[src/rtl/prog_seq.sv]
// prog_seq: program sequencer with a writable jump LUT, conditional/relative jumps, a call/return stack, stall and a sticky halt state.
// Ports: Clk/Reset (sync, active-high); Stall freezes sequencing; Jen/Jcond/Zero/Par conditional jump;
// Jptr selects the LUT target for jumps and calls; Call/Ret drive the stack; Halt stops; LutWen/LutWaddr/LutWdat write the LUT;
// PC current address; Done halted; StkOvf/StkUnf sticky stack errors.
module prog_seq #(
  parameter int PC_W = 10,
  parameter int JLUT_DEPTH = 16,
  parameter int STACK_DEPTH = 4,
  parameter int REL_JUMP = 0,
  parameter int HALT_ON_END = 1,
  localparam int JP_W = $clog2(JLUT_DEPTH)
) (
  input  logic            Clk,
  input  logic            Reset,
  input  logic            Stall,
  input  logic            Jen,
  input  logic [1:0]      Jcond,
  input  logic            Zero,
  input  logic            Par,
  input  logic [JP_W-1:0] Jptr,
  input  logic            Call,
  input  logic            Ret,
  input  logic            Halt,
  input  logic            LutWen,
  input  logic [JP_W-1:0] LutWaddr,
  input  logic [PC_W-1:0] LutWdat,
  output logic [PC_W-1:0] PC,
  output logic            Done,
  output logic            StkOvf,
  output logic            StkUnf
);
  localparam int SP_W = $clog2(STACK_DEPTH + 1);
  localparam int IX_W = STACK_DEPTH > 1 ? $clog2(STACK_DEPTH) : 1;
  typedef enum logic {RUN, HALTED} state_t;
  state_t state, state_n;
  logic [PC_W-1:0] lut [JLUT_DEPTH];
  logic [PC_W-1:0] stk [STACK_DEPTH];
  logic [SP_W-1:0] sp, sp_n;
  logic [PC_W-1:0] pc_n, pc_inc, tgt;
  logic ovf_n, unf_n, push, taken;
  assign pc_inc = PC + 1'b1;
  assign tgt = REL_JUMP != 0 ? PC + lut[Jptr] : lut[Jptr];
  assign taken = Jen && (Jcond == 2'b00 ? 1'b1 : Jcond == 2'b01 ? Zero : Jcond == 2'b10 ? !Zero : Par);
  assign Done = state == HALTED;
  always_comb begin
    state_n = state;
    pc_n = PC;
    sp_n = sp;
    ovf_n = StkOvf;
    unf_n = StkUnf;
    push = 1'b0;
    if (state == RUN && !Stall) begin
      if (Halt) state_n = HALTED;
      else if (Ret) begin
        if (sp == '0) begin
          unf_n = 1'b1;
          state_n = HALTED;
        end else begin
          pc_n = stk[IX_W'(sp - 1'b1)];
          sp_n = sp - 1'b1;
        end
      end else if (Call) begin
        if (sp == SP_W'(STACK_DEPTH)) begin
          ovf_n = 1'b1;
          state_n = HALTED;
        end else begin
          push = 1'b1;
          pc_n = tgt;
          sp_n = sp + 1'b1;
        end
      end else if (taken) pc_n = tgt;
      else if (HALT_ON_END != 0 && &PC) state_n = HALTED;
      else pc_n = pc_inc;
    end
  end
  always_ff @(posedge Clk) begin
    if (Reset) begin
      state <= RUN;
      PC <= '0;
      sp <= '0;
      StkOvf <= 1'b0;
      StkUnf <= 1'b0;
      for (int i = 0; i < JLUT_DEPTH; i++) lut[i] <= '0;
    end else begin
      state <= state_n;
      PC <= pc_n;
      sp <= sp_n;
      StkOvf <= ovf_n;
      StkUnf <= unf_n;
      if (LutWen) lut[LutWaddr] <= LutWdat;
    end
  end
  always_ff @(posedge Clk) begin
    if (push && !Reset) stk[IX_W'(sp)] <= pc_inc;
  end
endmodule

[config.mk]
export PLATFORM = sky130hd
export DESIGN_NAME = prog_seq
export DESIGN_NICKNAME = d
export VERILOG_FILES = /design/src/rtl/prog_seq.sv
export SDC_FILE = /design/constraint.sdc
export NUM_CORES = 1
export LEC_CHECK = 0
export ABC_CLOCK_PERIOD_IN_PS = 4400
export CAP_MARGIN = 5
export CORE_AREA = 5 5 148 150
export DETAILED_ROUTE_END_ITERATION = 8
export DIE_AREA = 0 0 153 155
export HOLD_SLACK_MARGIN = 0.02
export PLACE_DENSITY = 0.68
export SYNTH_ARGS = -nofsm -noshare
export SYNTH_HDL_FRONTEND = slang
export SYNTH_SLANG_ARGS = --single-unit
export TNS_END_PERCENT = 20
[constraint.sdc]
create_clock -name Clk -period 4.4 [get_ports Clk]
set_clock_uncertainty 0.15 [all_clocks]
set_input_delay 0.88 -clock Clk [delete_from_list [all_inputs] [get_ports Clk]]
set_output_delay 0.88 -clock Clk [all_outputs]
set_load 0.05 [all_outputs]
# == Word level (Yosys, flattened, before mapping) ==
# Memory sizes are Yosys's and may differ from the RTL's.
# Index checks and enable logic that the tools add are counted.
# word_totals
inputBits,30
word_cells,75
register_bits,16
ramBits,200
mem_count,2
# op_classes
n_reduce_logical,17
eq_ne,10
n_addsub,3
bitwise_logic,3
n_mux,35
# mem_list
memory,words,word_bits,rd,rd_clocked_by_memory_dff,write_ports,line,source
lut,16,10,1,0,16,36,logic [PC_W-1:0] lut [JLUT_DEPTH];
stk,4,10,1,0,1,37,logic [PC_W-1:0] stk [STACK_DEPTH];
# op_table
op,count
$mux W10,7
$mux W1,23
$reduce_and A5 Y1,4
$mux W3,4
$add A10 B1 Y10 const B,1
$reduce_and A10 Y1,1
$reduce_or A10 Y1,1
$ne A4 B4 Y1 const B,2
$mux W4,1
$ne A2 B2 Y1 const B,2
$ne A4 B1 Y1 const B,1
$reduce_and A4 Y1,1
$reduce_bool A4 Y1,1
$add A3 B1 Y3 const B,1
$eq A3 B3 Y1 const B,1
$logic_and A1 B1 Y1,3
$logic_not A1 Y1,3
$logic_not A3 Y1,1
$ne A3 B1 Y1 const B,1
$ne A3 B3 Y1 const B,1
$not A1 Y1,3
$sub A3 B1 Y3 const B,1
$eq A2 B1 Y1 const B,1
$eq A2 B2 Y1 const B,1
other kinds (2),2

# == Depth between registers and ports, before layout ==
# depth
word_depth,9
mapped_depth,9
depth_no_buf,7

# == Worst setup path before layout ==
# Ideal clock, no wire load.
# synth_timing
path_type,in2reg
startpoint,in Jptr[1]
endpoint,reg PC[2]
path_slack_ns,1.871
stages,7
arrival_ns,2.247
t_required_ns,4.118
n_path_buf,2
path_cell_list,buf_6 > buf_6 > mux4_2 > mux2i_1 > mux2i_1 > o311ai_0 > a21oi_1
# synth_between
elab_chain_len,4
elab_cells_between_ends,5
classes_between,4 x mux; 1 x memory
# synth_rtl
item,line,source
from (decl),20,"input logic [JP_W-1:0] Jptr,"
$mem_v2 Z16 W10 (*),--,
"$mux W10, on equally long branches","71, 63",
$mux W10 (*),62,end else if (Call) begin
$mux W10 (*),54,else if (Ret) begin
to (signal assigned),86,PC <= pc_n;
to (decl),27,"output logic [PC_W-1:0] PC,"
# Mark *: on every way between the ends. The rest lies on a longest branch, timed or not. The select of a mux whose other input is x is not followed.
# A chain may end at the register's enable or synchronous reset.

# == Worst setup path in the final report ==
# layout_timing
startpoint,in Jptr[0]
endpoint,reg PC[1]
# Same word-level chain as after synthesis.

==> report_table.html <==
<table>
<tr><th>Metric</th><th>Value</th></tr>
<tr><th colspan="2">Critical path</th></tr>
<tr><td>R2R depth</td><td>7</td></tr>
<tr><td>Stage delay of the slowest cell on the critical path</td><td>0.83 ns</td></tr>
<tr><td>Start of the worst register-to-register path</td><td>sp[0]</td></tr>
<tr><td>Critical Path RT</td><td>4.61 ns</td></tr>
<tr><td>R2r setup slk</td><td>1.85 ns</td></tr>
<tr><td>Arrival @ worst endpoint</td><td>3.17 ns</td></tr>
<tr><td>Kind of launch point of the worst setup path</td><td>input pin</td></tr>
<tr><td>CP cell instances</td><td>clkdlybuf4s50_1 -&gt; mux4_2 -&gt; nor2b_1 -&gt; a2111oi_0 -&gt; o32ai_1</td></tr>
<tr><td>Reg-to-reg critical path endpoint</td><td>PC[1]</td></tr>
<tr><td>Critical Path End Type</td><td>register</td></tr>
<tr><td>Type of the worst setup path</td><td>in -&gt; reg</td></tr>
<tr><td>Top fanout value on the critical path</td><td>11</td></tr>
<tr><td>Slowest CP cell</td><td>sky130_fd_sc_hd__clkdlybuf4s50_1</td></tr>
<tr><th colspan="2">Drt</th></tr>
<tr><td>Total number of vias</td><td>5751</td></tr>
<tr><td>Wire per inst</td><td>22.2 um</td></tr>
<tr><td>Count of TritonRoute iterations in the first routing pass</td><td>7</td></tr>
<tr><td>Detailed-route DRC error count</td><td>0</td></tr>
<tr><td>Detailed router's first-iteration violation count</td><td>427</td></tr>
<tr><td>Number of routed nets with antenna violations</td><td>0</td></tr>
<tr><td>Average vias per placed instance</td><td>5.66</td></tr>
<tr><td>DRT Wirelength</td><td>22600 um</td></tr>
<tr><th colspan="2">Timing</th></tr>
<tr><td>Final setup viols</td><td>0</td></tr>
<tr><td>Achievable clock frequency</td><td>338 MHz</td></tr>
<tr><td>Setup repair after global routing missed its margin</td><td>false</td></tr>
<tr><td>Crit path time final</td><td>2.96 ns</td></tr>
<tr><td>Relative slew margins</td><td>35.5%</td></tr>
<tr><td>Actual transition at the worst max-transition pin</td><td>0.968 ns</td></tr>
<tr><td>Final TNS setup</td><td>0 ns</td></tr>
<tr><td>Final max-slew violation count</td><td>0</td></tr>
<tr><td>Post-route clock period utilization</td><td>67.3%</td></tr>
<tr><td>Final-report hold violation count</td><td>0</td></tr>
<tr><th colspan="2">Synth</th></tr>
<tr><td>Number of enable-type register cells in the synthesized netlist</td><td>200</td></tr>
<tr><td>Synth Flop Type</td><td>sky130_fd_sc_hd__edfxtp_1</td></tr>
<tr><td>Mapped Area</td><td>10100 um^2</td></tr>
<tr><td>Sequential area share after synthesis</td><td>62.8%</td></tr>
<tr><td>Post-synth cell types</td><td>52</td></tr>
<tr><td>Library cell occupying the most area in the post-synthesis netlist</td><td>sky130_fd_sc_hd__edfxtp_1</td></tr>
<tr><td>Yosys synthesis warning count</td><td>0</td></tr>
<tr><td>Share of flip-flops with an asynchronous set or reset</td><td>0%</td></tr>
<tr><td>Avg Synthesized Cell Area</td><td>around 15 um^2</td></tr>
<tr><td>Synthesized Nets</td><td>721</td></tr>
<tr><td>Area fraction of the dominant cell type after synthesis</td><td>59.6%</td></tr>
<tr><td>Number of cells produced by synthesis</td><td>approximately 690</td></tr>
<tr><td>Flop and latch count out of synthesis</td><td>216</td></tr>
<tr><td>Leading post-synthesis cells by cell area</td><td>sky130_fd_sc_hd__edfxtp_1 60%, sky130_fd_sc_hd__mux4_2 11%, sky130_fd_sc_hd__and2_1 10%</td></tr>
<tr><th colspan="2">Floorplan</th></tr>
<tr><td>Vert. Die Dim</td><td>155 um</td></tr>
<tr><td>FP Rows</td><td>53</td></tr>
<tr><td>Starting utilization of the core area</td><td>approximately half</td></tr>
<tr><td>Total core area</td><td>20600 um^2</td></tr>
<tr><td>Die footprint</td><td>23700 um^2</td></tr>
<tr><td>I/O pin total</td><td>43</td></tr>
<tr><td>Die X-Extent</td><td>153 um</td></tr>
<tr><th colspan="2">Power</th></tr>
<tr><td>Gate power share</td><td>9.1%</td></tr>
<tr><td>Power Density</td><td>398 nW/um^2</td></tr>
<tr><td>Clock network fraction of total power</td><td>38.8%</td></tr>
<tr><td>Pleak</td><td>3.97 nW</td></tr>
<tr><td>Sw power</td><td>0.00103 W</td></tr>
<tr><td>Flop pwr share</td><td>between 50% and 60%</td></tr>
<tr><td>Net Sw Frac</td><td>a little under a quarter</td></tr>
<tr><td>Internal power</td><td>0.00353 W</td></tr>
<tr><td>Max rail drop VDD</td><td>0.000280 V</td></tr>
<tr><th colspan="2">Layout</th></tr>
<tr><td>Most frequent cells in the layout</td><td>200 x sky130_fd_sc_hd__edfxtp_1, 166 x sky130_fd_sc_hd__and2_1, 50 x sky130_fd_sc_hd__mux4_2, 40 x sky130_fd_sc_hd__clkdlybuf4s50_1, 35 x sky130_fd_sc_hd__nor2_1</td></tr>
<tr><td>Area Growth Syn to Fin</td><td>13.6%</td></tr>
<tr><td>Fraction of layout cells with a size suffix above 1</td><td>around 17%</td></tr>
<tr><td>Leading cell type in the layout, fill and taps excluded</td><td>sky130_fd_sc_hd__edfxtp_1</td></tr>
<tr><td>Total number of nets in the final design</td><td>~760</td></tr>
<tr><td>Count of placed standard cells in the final layout, fillers left out</td><td>1016</td></tr>
<tr><td>Count of antenna diodes in the layout</td><td>0</td></tr>
<tr><th colspan="2">Placed design</th></tr>
<tr><td>GPL Wtd Cong</td><td>approximately 0.8</td></tr>
<tr><td># port buffers</td><td>42</td></tr>
<tr><td>Post-Place Cells</td><td>975</td></tr>
<tr><td>Estimated wirelength of the detail-placed design</td><td>15000 um</td></tr>
<tr><th colspan="2">Clock tree</th></tr>
<tr><td>Buffer count from post-CTS setup fixing</td><td>0</td></tr>
<tr><td>Post-CTS Hold Buffers</td><td>0</td></tr>
<tr><td>H-tree level count</td><td>1</td></tr>
<tr><td>TritonCTS clock tree</td><td>built</td></tr>
<tr><td>Buffer type at the clock tree root</td><td>sky130_fd_sc_hd__clkbuf_16</td></tr>
<tr><td>Resized Gates After CTS</td><td>0</td></tr>
<tr><td>Worst-skew pair later-pin latency</td><td>0.50 ns</td></tr>
<tr><td>Longest Clk Path Bufs</td><td>3</td></tr>
<tr><td>Clk pin slew, worst setup/hold paths</td><td>0.06 ns</td></tr>
<tr><td>TritonCTS Buffers</td><td>23</td></tr>
<tr><td>Clock sink count</td><td>216</td></tr>
<tr><th colspan="2">Global route</th></tr>
<tr><td>All-Layer GR Usage</td><td>19.0%</td></tr>
<tr><td>Pin count of the biggest net entering global routing</td><td>37</td></tr>
<tr><td>Global-route wire length before repair</td><td>34700 um</td></tr>
<tr><td>Grt total ovfl</td><td>0</td></tr>
<tr><td>Vias in the first global route</td><td>6033</td></tr>
<tr><td>Initial antenna violation count</td><td>0</td></tr>
<tr><th colspan="2">Job</th></tr>
<tr><td># Max-Cap Violations</td><td>0</td></tr>
<tr><th colspan="2">Hold path</th></tr>
<tr><td>Worst hold path depth</td><td>2</td></tr>
<tr><td>Path class of the lowest-slack min-delay path</td><td>reg -&gt; reg</td></tr>
<tr><td>Worst hold endpoint</td><td>StkUnf</td></tr>
<tr><td>HP Start</td><td>StkUnf</td></tr>
<tr><th colspan="2">Run status</th></tr>
<tr><td>Status</td><td>finished clean</td></tr>
</table>
## layout make-up
| class | instances | area [um^2] |
|---|---|---|
| Fill cell | 1670 | 9110 |
| Sequential cell | 216 | 6330 |
| Multi-Input combinational cell | 413 | 3490 |
| Clock buffer | 27 | 591 |
| Timing Repair Buffer | 65 | 583 |
| Tap cell | 275 | 344 |
| Clock inverter | 14 | 87.6 |
| Inverter | 6 | 22.5 |
## state kept, by name, summed over array words and instances, names as in the netlist
name    cells
Done        1
PC         10
StkOvf      1
StkUnf      1
lut       160
sp          3
stk        40
## cells in the mapped netlist, types with 2 or more instances
| cell type | number |
|---|---|
| sky130_fd_sc_hd__and2_1 | 166 |
| sky130_fd_sc_hd__a2111oi_0 | 2 |
| sky130_fd_sc_hd__a311oi_1 | 2 |
| sky130_fd_sc_hd__nor4_1 | 2 |
| sky130_fd_sc_hd__nand4_1 | 2 |
| sky130_fd_sc_hd__a211oi_1 | 2 |
| sky130_fd_sc_hd__nor2b_1 | 8 |
| sky130_fd_sc_hd__buf_4 | 3 |
| sky130_fd_sc_hd__or3_1 | 4 |
| sky130_fd_sc_hd__nor2_1 | 35 |
| sky130_fd_sc_hd__nor3_1 | 7 |
| sky130_fd_sc_hd__o32ai_1 | 3 |
| sky130_fd_sc_hd__ha_1 | 6 |
| sky130_fd_sc_hd__mux2i_1 | 16 |
| sky130_fd_sc_hd__inv_1 | 6 |
| sky130_fd_sc_hd__nand3b_1 | 4 |
| sky130_fd_sc_hd__nand3_1 | 14 |
| sky130_fd_sc_hd__clkbuf_1 | 36 |
| sky130_fd_sc_hd__mux4_2 | 50 |
| sky130_fd_sc_hd__a311oi_2 | 2 |
| sky130_fd_sc_hd__buf_6 | 3 |
| sky130_fd_sc_hd__a21o_1 | 4 |
| sky130_fd_sc_hd__dfxtp_1 | 16 |
| sky130_fd_sc_hd__xor2_1 | 5 |
| sky130_fd_sc_hd__nand2_1 | 15 |
| sky130_fd_sc_hd__o21ai_0 | 7 |
| sky130_fd_sc_hd__a31oi_1 | 2 |
| sky130_fd_sc_hd__mux2_2 | 3 |
| sky130_fd_sc_hd__edfxtp_1 | 200 |
| sky130_fd_sc_hd__a22o_1 | 4 |
| sky130_fd_sc_hd__nand2b_1 | 5 |
| sky130_fd_sc_hd__xnor2_1 | 4 |
| sky130_fd_sc_hd__buf_2 | 8 |
| sky130_fd_sc_hd__or2_2 | 16 |
| sky130_fd_sc_hd__a21oi_1 | 6 |
## power by group through the flow
stage               registers (W)  logic, W  clock network [W]
finish                    0.00238  0.000414            0.00177
floorplan                 0.00243  0.000252                  0
global route              0.00239  0.000445            0.00187
CTS                       0.00238  0.000418            0.00179
detailed placement        0.00242  0.000417                  0
global placement          0.00241  0.000408                  0
## critical path: cells and delay by family
kind	cells	cell delay [ns]
simple gates	1	0.14
compound gates	2	0.73
mux	1	0.57
buf+inv	1	0.83
## stage by stage
| step | total power [W] | utilization (%) | instance area, um^2 | setup slack (ns) | hold WS (ns) |
|---|---|---|---|---|---|
| global route | 0.00470 | 55.7 | 11400 | 1.19 | 0.363 |
| detailed placement | 0.00284 | 52.4 | 10800 | 0.997 | 0.334 |
| finish | 0.00456 | 55.7 | 11400 | 1.44 | 0.343 |
| global placement | 0.00282 | 52.4 | 10800 | 1.05 | 0.306 |
| floorplan | 0.00268 | - | 10100 | 1.87 | 0.369 |
| CTS | 0.00459 | 55.7 | 11400 | 1.48 | 0.347 |
## worst max path at each step
stage,from,endpoint,slack (ns),cells past startpoint
after global placement,Jptr[0],PC[1],1.05,7
after CTS,Jptr[0],PC[1],1.48,5
after detailed placement,Jptr[0],PC[1],1.0,7
after global routing,Jptr[0],PC[1],1.19,5
final,Jptr[0],PC[1],1.44,5
after floorplan,Jptr[1],PC[2],1.87,7
## cells by family after synthesis
| logic type | count (synthesis) | share of synthesized area [%] |
|---|---|---|
| adders and majority gates | 6 | 0.745 |
| DFF | 216 | 62.8 |
| xor gates and xnor gates | 9 | 0.782 |
| AOI/OAI and AO/OA | 46 | 3.74 |
| buffers and inverters | 56 | 2.52 |
| muxes | 70 | 13.3 |
| and+or+nand+nor | 282 | 16.2 |
## metal layers
layer,global-route usage [%],wire length (um),vias to the layer above
met5,0,0,-
met4,4.33,438,0
met3,3.09,1200,28
met2,33.1,11400,166
met1,25.4,9580,2932
li1,-,-,2625
No activity file was read; power rests on OpenSTA's default activity.
